$ cat config.mk
export PLATFORM = sky130hd
export DESIGN_NAME = if_stage_ctrl
export DESIGN_NICKNAME = d
export VERILOG_FILES = /design/src/rtl/if_stage_ctrl.sv
export SDC_FILE = /design/constraint.sdc
export NUM_CORES = 1
export LEC_CHECK = 0
export CORE_ASPECT_RATIO = 0.7
export CORE_MARGIN = 2
export CORE_UTILIZATION = 54
export DETAILED_ROUTE_END_ITERATION = 16
export GPL_TIMING_DRIVEN = 0
export MAX_ROUTING_LAYER = met4
export PLACE_DENSITY = 0.88
export SYNTH_ARGS = -nofsm -noshare
export SYNTH_HDL_FRONTEND = slang
export SYNTH_SLANG_ARGS = --single-unit
$ cat constraint.sdc
create_clock -name clk_i -period 5.4 [get_ports clk_i]
set_input_delay 1.08 -clock clk_i [delete_from_list [all_inputs] [get_ports clk_i]]
set_output_delay 1.08 -clock clk_i [all_outputs]
set_load 0.01 [all_outputs]
$ cat src/rtl/if_stage_ctrl.sv
// Fetch control: PC, IF/ID register, imem handshake.
// Optional IF_STAT_EN adds stall/flush counters.
module if_stage_ctrl #(
  parameter logic [31:0] RESET_PC  = 32'h0000_0000,
  parameter logic [31:0] NOP_INSTR = 32'h0000_0013
) (
  input  logic        clk_i,
  input  logic        rst_i,
  input  logic        start_i,
  input  logic        Stall_i,
  input  logic        PCWrite_i,
  input  logic        NoOp_i,
  input  logic        flush_i,
  input  logic [31:0] branch_target_i,
  output logic        imem_req_o,
  output logic [31:0] imem_addr_o,
  input  logic        imem_ready_i,
  input  logic [31:0] imem_data_i,
  output logic [31:0] ifid_pc_o,
  output logic [31:0] ifid_instr_o,
  output logic        ifid_valid_o,
  output logic        idex_noop_o
`ifdef IF_STAT_EN
  ,
  output logic [31:0] stall_cycles_o,
  output logic [31:0] flush_count_o
`endif
);

  typedef enum logic [1:0] {
    IDLE,
    FETCH,
    HOLD,
    DRAIN
  } state_e;

  state_e      state_q, state_d;
  logic [31:0] pc_q, pc_d;
  logic [31:0] skid_q, skid_d;
  logic [31:0] addr_q, addr_d;
  logic        req_q, req_d;
  logic [31:0] ifid_pc_q, ifid_pc_d;
  logic [31:0] ifid_instr_q, ifid_instr_d;
  logic        ifid_valid_q, ifid_valid_d;
  logic        noop_q;
  logic        xfer;
  logic [31:0] pc_inc;

  assign xfer   = req_q & imem_ready_i;
  assign pc_inc = pc_q + 32'd4;

  // Next-state: flush first, then per-state fetch rules
  always_comb begin
    state_d      = state_q;
    pc_d         = pc_q;
    skid_d       = skid_q;
    ifid_pc_d    = ifid_pc_q;
    ifid_instr_d = ifid_instr_q;
    ifid_valid_d = ifid_valid_q;
    if (state_q != IDLE && flush_i) begin
      pc_d         = branch_target_i;
      skid_d       = NOP_INSTR;
      ifid_pc_d    = pc_q;
      ifid_instr_d = NOP_INSTR;
      ifid_valid_d = 1'b0;
      state_d      = (req_q && !xfer) ? DRAIN : FETCH;
    end else begin
      unique case (state_q)
        IDLE: begin
          if (start_i) state_d = FETCH;
        end
        FETCH: begin
          if (xfer && Stall_i) begin
            skid_d  = imem_data_i;
            state_d = HOLD;
          end else if (xfer) begin
            ifid_pc_d    = pc_q;
            ifid_instr_d = imem_data_i;
            ifid_valid_d = 1'b1;
            if (PCWrite_i) pc_d = pc_inc;
          end else if (!Stall_i) begin
            ifid_pc_d    = pc_q;
            ifid_instr_d = NOP_INSTR;
            ifid_valid_d = 1'b0;
          end
        end
        HOLD: begin
          if (!Stall_i) begin
            ifid_pc_d    = pc_q;
            ifid_instr_d = skid_q;
            ifid_valid_d = 1'b1;
            skid_d       = NOP_INSTR;
            if (PCWrite_i) pc_d = pc_inc;
            state_d = FETCH;
          end
        end
        DRAIN: begin
          ifid_pc_d    = pc_q;
          ifid_instr_d = NOP_INSTR;
          ifid_valid_d = 1'b0;
          if (xfer) state_d = FETCH;
        end
        default: state_d = IDLE;
      endcase
    end
  end

  // Request is registered; a drained request keeps its old address
  always_comb begin
    req_d  = (state_d == FETCH) || (state_d == DRAIN);
    addr_d = (state_d == DRAIN) ? addr_q : pc_d;
  end

  // All fetch-side state, synchronous active-low reset
  always_ff @(posedge clk_i) begin
    if (!rst_i) begin
      state_q      <= IDLE;
      pc_q         <= RESET_PC;
      skid_q       <= NOP_INSTR;
      addr_q       <= RESET_PC;
      req_q        <= 1'b0;
      ifid_pc_q    <= 32'h0;
      ifid_instr_q <= NOP_INSTR;
      ifid_valid_q <= 1'b0;
      noop_q       <= 1'b0;
    end else begin
      state_q      <= state_d;
      pc_q         <= pc_d;
      skid_q       <= skid_d;
      addr_q       <= addr_d;
      req_q        <= req_d;
      ifid_pc_q    <= ifid_pc_d;
      ifid_instr_q <= ifid_instr_d;
      ifid_valid_q <= ifid_valid_d;
      noop_q       <= NoOp_i | flush_i;
    end
  end

  assign imem_req_o   = req_q;
  assign imem_addr_o  = addr_q;
  assign ifid_pc_o    = ifid_pc_q;
  assign ifid_instr_o = ifid_instr_q;
  assign ifid_valid_o = ifid_valid_q;
  assign idex_noop_o  = noop_q;

`ifdef IF_STAT_EN
  logic [31:0] stall_cnt_q;
  logic [31:0] flush_cnt_q;

  // Saturating event counters
  always_ff @(posedge clk_i) begin
    if (!rst_i) begin
      stall_cnt_q <= 32'h0;
      flush_cnt_q <= 32'h0;
    end else begin
      if (state_q != IDLE && Stall_i && stall_cnt_q != 32'hFFFF_FFFF)
        stall_cnt_q <= stall_cnt_q + 32'd1;
      if (flush_i && flush_cnt_q != 32'hFFFF_FFFF)
        flush_cnt_q <= flush_cnt_q + 32'd1;
    end
  end

  assign stall_cycles_o = stall_cnt_q;
  assign flush_count_o  = flush_cnt_q;
`endif

endmodule

==> metrics.md <==
| Metric | Value |
|---|---|
| CTS clk-pin slew, worst paths | roughly 60 ps |
| Vias in the first global route | between 7,000 and 8,000 |
| Logic pwr share | 0.198 |
| Hold Vio Cnt, Final | 0 |
| Clock Latency Late Sink | around 430 ps |
| Avg Vias per Cell | 6.38 |
| Routed Antenna Nets | 0 |
| R2r setup slk | 2000 ps |
| Mapped Nets | 942 |
| Mapped Area | roughly 0.0072 mm^2 |
| First-pass GRT wire length | 37,900 um |
| Detailed Route Iter0 Violations | 1,068 |
| Setup Viol. Count Final | 0 |
| GRT Overall Usage | 0.351 |
| Post-layout minimum cycle time | approximately 3700 ps |
| Die area | around 0.014 mm^2 |
| R2R Path End | ifid_pc_o[28]$_SDFFE_PN0P_ |
| Post-CTS Resized | 0 |
| Mean Syn Cell Area | about 8.3 um^2 |
| Share of total power in the clock network | 0.366 |
| Nets | 1,129 |
| CTS root buffer | clkbuf_16 |
| Core ar. | about 0.013 mm^2 |
| Area Growth Syn to Fin | 33.9% |
| Ant diodes | 0 |
| Setup crit end | ifid_pc_o[28]$_SDFFE_PN0P_ |
| Top cells by area, synth | dfxtp_1 (46%), nor2_1 (6.6%), a22oi_1 (6.5%) |
| Leakage | approximately 3.3 nW |
| Post-synth top cells | dfxtp_1 (165), nor2_1 (126), clkbuf_1 (65), a22oi_1 (62), nand2_1 (56) |
| Slowest cell on the critical path | a31oi_1 |
| Synthesized flop and latch total | 165 |
| Net Sw Power | 952 uW |
| Routed len/inst | about 20 um |
| Yosys cell types | 67 |
| Crit end category | flop |
| H-tree levels | 4 |
| Most instantiated library cell after synthesis | dfxtp_1 |
| Number of top-level pins | roughly 170 |
| Mapped Cells | 864 |
| Most common cell on crit path | clkbuf_1 |
| Flop pwr share | 0.436 |
| FF-to-FF path depth | 10 |
| Most used DFF post-synth | dfxtp_1 |
| Switching Share | 0.300 |
| Dpl ws | between 1000 and 1500 ps |
| CP Data Required Time | about 5700 ps |
| Max-slew violation count | 0 |
| Worst clock skew | 8.65 ps |
| Site row count | 35 |
| Initial DRT Pass Iterations | 10 |
| Post-synth top area share | 0.458 |
| Tcrit/Tclk final | 0.692 |
| GP Congestion | between 1 and 1.5 |
| Yosys top cell by area | dfxtp_1 |
| Synth async-reset ratio | 0 |
| TNS Setup | 0 ps |
| CTS max path bufs | 2 |
| Initial core utilization | 0.551 |
| Sink Count | 165 |
| Die X | between 100 and 150 um |
| Peak Freq | roughly 0.27 GHz |
| Cts hold-fix bufs | 0 |
| Critical path arrival | between 4000 and 5000 ps |
| DRC Markers | 0 |
| Worst Path Max Fanout | 10 |
| Initial antenna violation count | 0 |
| CP max stage delay | 870 ps |
| Seq/Total Area, Yosys | 0.458 |
| CP startpoint kind | input pin |
| Max VDD drop | slightly above 0.2 mV |
| RSZ-0062 raised after global routing | no |
| Die Y | slightly above 100 um |
| Slew HR | 0.302 |
| Final HPWL DP | between 15,000 and 20,000 um |
| MaxCap Viol Count | 0 |
| Largest net degree at the start of global routing | 17 |
| I/O Buffers | between 150 and 200 |
| Worst-Margin Slew | 1040 ps |
| Crit Path Category | input pin to flop |
| Status | finished clean |
| Yosys warnings | 0 |
| Cell Chain, Critical Path | clkdlybuf4s50_1, nand2b_1, clkbuf_1, a31oi_1, o21ai_1, clkbuf_1, a22oi_1, nor2_1 |
| Origin of the worst setup path | flush_i |
| Post-synth EDFFs | 0 |
| CTS tree | done |
| Grt total ovfl | 0 |
| Vias | 7,845 |
| Worst Slack Setup Final | 1670 ps |
| Share of cells above drive strength 1 | 0.0386 |
| FF-to-FF Start | state_q[1]$_SDFF_PN0_ |
| Post-CTS setup buffer count | 0 |
| Hold/Removal Path Class | flop to flop |
| Pwr/cell area | ~330 mW/mm^2 |
| Number of buffers created by CTS | 17 |
| Pint | 2.22 mW |
| DRT Wirelength | approximately 24,000 um |
[per-stage QoR]
step                std cells  total power, mW  hold WS [ps]  utilization  area (um^2)
finish                   1229             3.18           454        0.737         9660
global route             1229             3.28           468        0.737         9660
CTS                      1229             3.16           455        0.737         9660
detailed placement       1198             2.01           445        0.695         9100
global placement         1198             2.00           438        0.695         9100
floorplan                 864             1.71           432            -         7210
[power groups by stage]
stage / clock, mW / combinational, mW / sequential [mW]
6_report: 1.16 / 0.630 / 1.38
5_1_grt: 1.22 / 0.675 / 1.39
4_1_cts: 1.17 / 0.614 / 1.38
3_5_place_dp: 0 / 0.608 / 1.41
3_3_place_gp: 0 / 0.601 / 1.40
2_1_floorplan: 0 / 0.295 / 1.42
[final cells by class]
cell class                 instances  area, um^2
inverter                           5        18.8
timing repair buffer             168        1680
sequential                       165        3300
tap                              166         208
buffer                            76         290
fill                            1000        3440
multi-input combinational        618        3600
clock inverter                    12         123
clock buffer                      19         433
[how the worst min path moves through the flow]
stage | end | startpoint | depth (start not counted) | slack, ps
2_1_floorplan | skid_q[10]$_SDFFE_PP0P_ | skid_q[10]$_SDFFE_PP0P_ | 2 | 430
3_3_place_gp | skid_q[15]$_SDFFE_PP0P_ | skid_q[15]$_SDFFE_PP0P_ | 2 | 440
3_5_place_dp | skid_q[26]$_SDFFE_PP0P_ | skid_q[26]$_SDFFE_PP0P_ | 2 | 450
4_1_cts | skid_q[26]$_SDFFE_PP0P_ | skid_q[26]$_SDFFE_PP0P_ | 2 | 450
5_1_grt | skid_q[31]$_SDFFE_PP0P_ | skid_q[31]$_SDFFE_PP0P_ | 2 | 470
6_report | skid_q[26]$_SDFFE_PP0P_ | skid_q[26]$_SDFFE_PP0P_ | 2 | 450
[logic make-up (layout without fill, tap and decap cells)]
| kind of cell | count (synthesis) | in the layout | share of synthesized area |
|---|---|---|---|
| flops | 165 | 165 | 0.458 |
| mux | 7 | 7 | 0.00972 |
| fa+ha+maj | 6 | 6 | 0.0104 |
| xor+xnor | 5 | 5 | 0.00607 |
| compound gates | 279 | 279 | 0.260 |
| buf+inv | 81 | 280 | 0.0429 |
| simple gates | 321 | 321 | 0.212 |
[placed cells by master, fill, tap and decap left out, types with 5 or more instances in the layout]
cell type,synthesis,routed
a211oi_1,41,41
a21oi_1,55,55
a22oi_1,62,62
a31oi_1,7,7
and2_1,12,12
and3_1,12,12
buf_1,7,7
clkbuf_1,65,67
clkbuf_16,0,17
clkdlybuf4s50_1,0,168
clkinvlp_4,0,5
dfxtp_1,165,165
ha_1,6,6
inv_1,5,5
mux2i_1,7,7
nand2_1,56,56
nand3_1,49,49
nand4_1,15,15
nor2_1,126,126
nor3_1,18,18
nor3b_1,5,5
o21ai_0,35,35
o21ai_1,15,15
o22ai_1,10,10
o41ai_1,5,5
[layer usage]
| metal | up-vias | wire length, um | track usage |
|---|---|---|---|
| li1 | 3552 | - | - |
| met1 | 3680 | 10700 | 0.503 |
| met2 | 546 | 10000 | 0.481 |
| met3 | 67 | 3250 | 0.107 |
| met4 | 0 | 471 | 0.0900 |
| met5 | - | 0 | - |
[critical path, delay by kind of cell]
family / cells / cell delay, ps
compound gates: 3 / 1640
buf+inv: 3 / 1160
simple gates: 2 / 150
[state kept, by name, indices dropped and copies added (netlist names)]
signal / cells
imem_req_o: 1
ifid_valid_o: 1
idex_noop_o: 1
ifid_instr_o: 32
skid_q: 32
ifid_pc_o: 32
imem_addr_o: 32
pc_q: 32
state_q: 2
(Power assumes the default switching activity.)
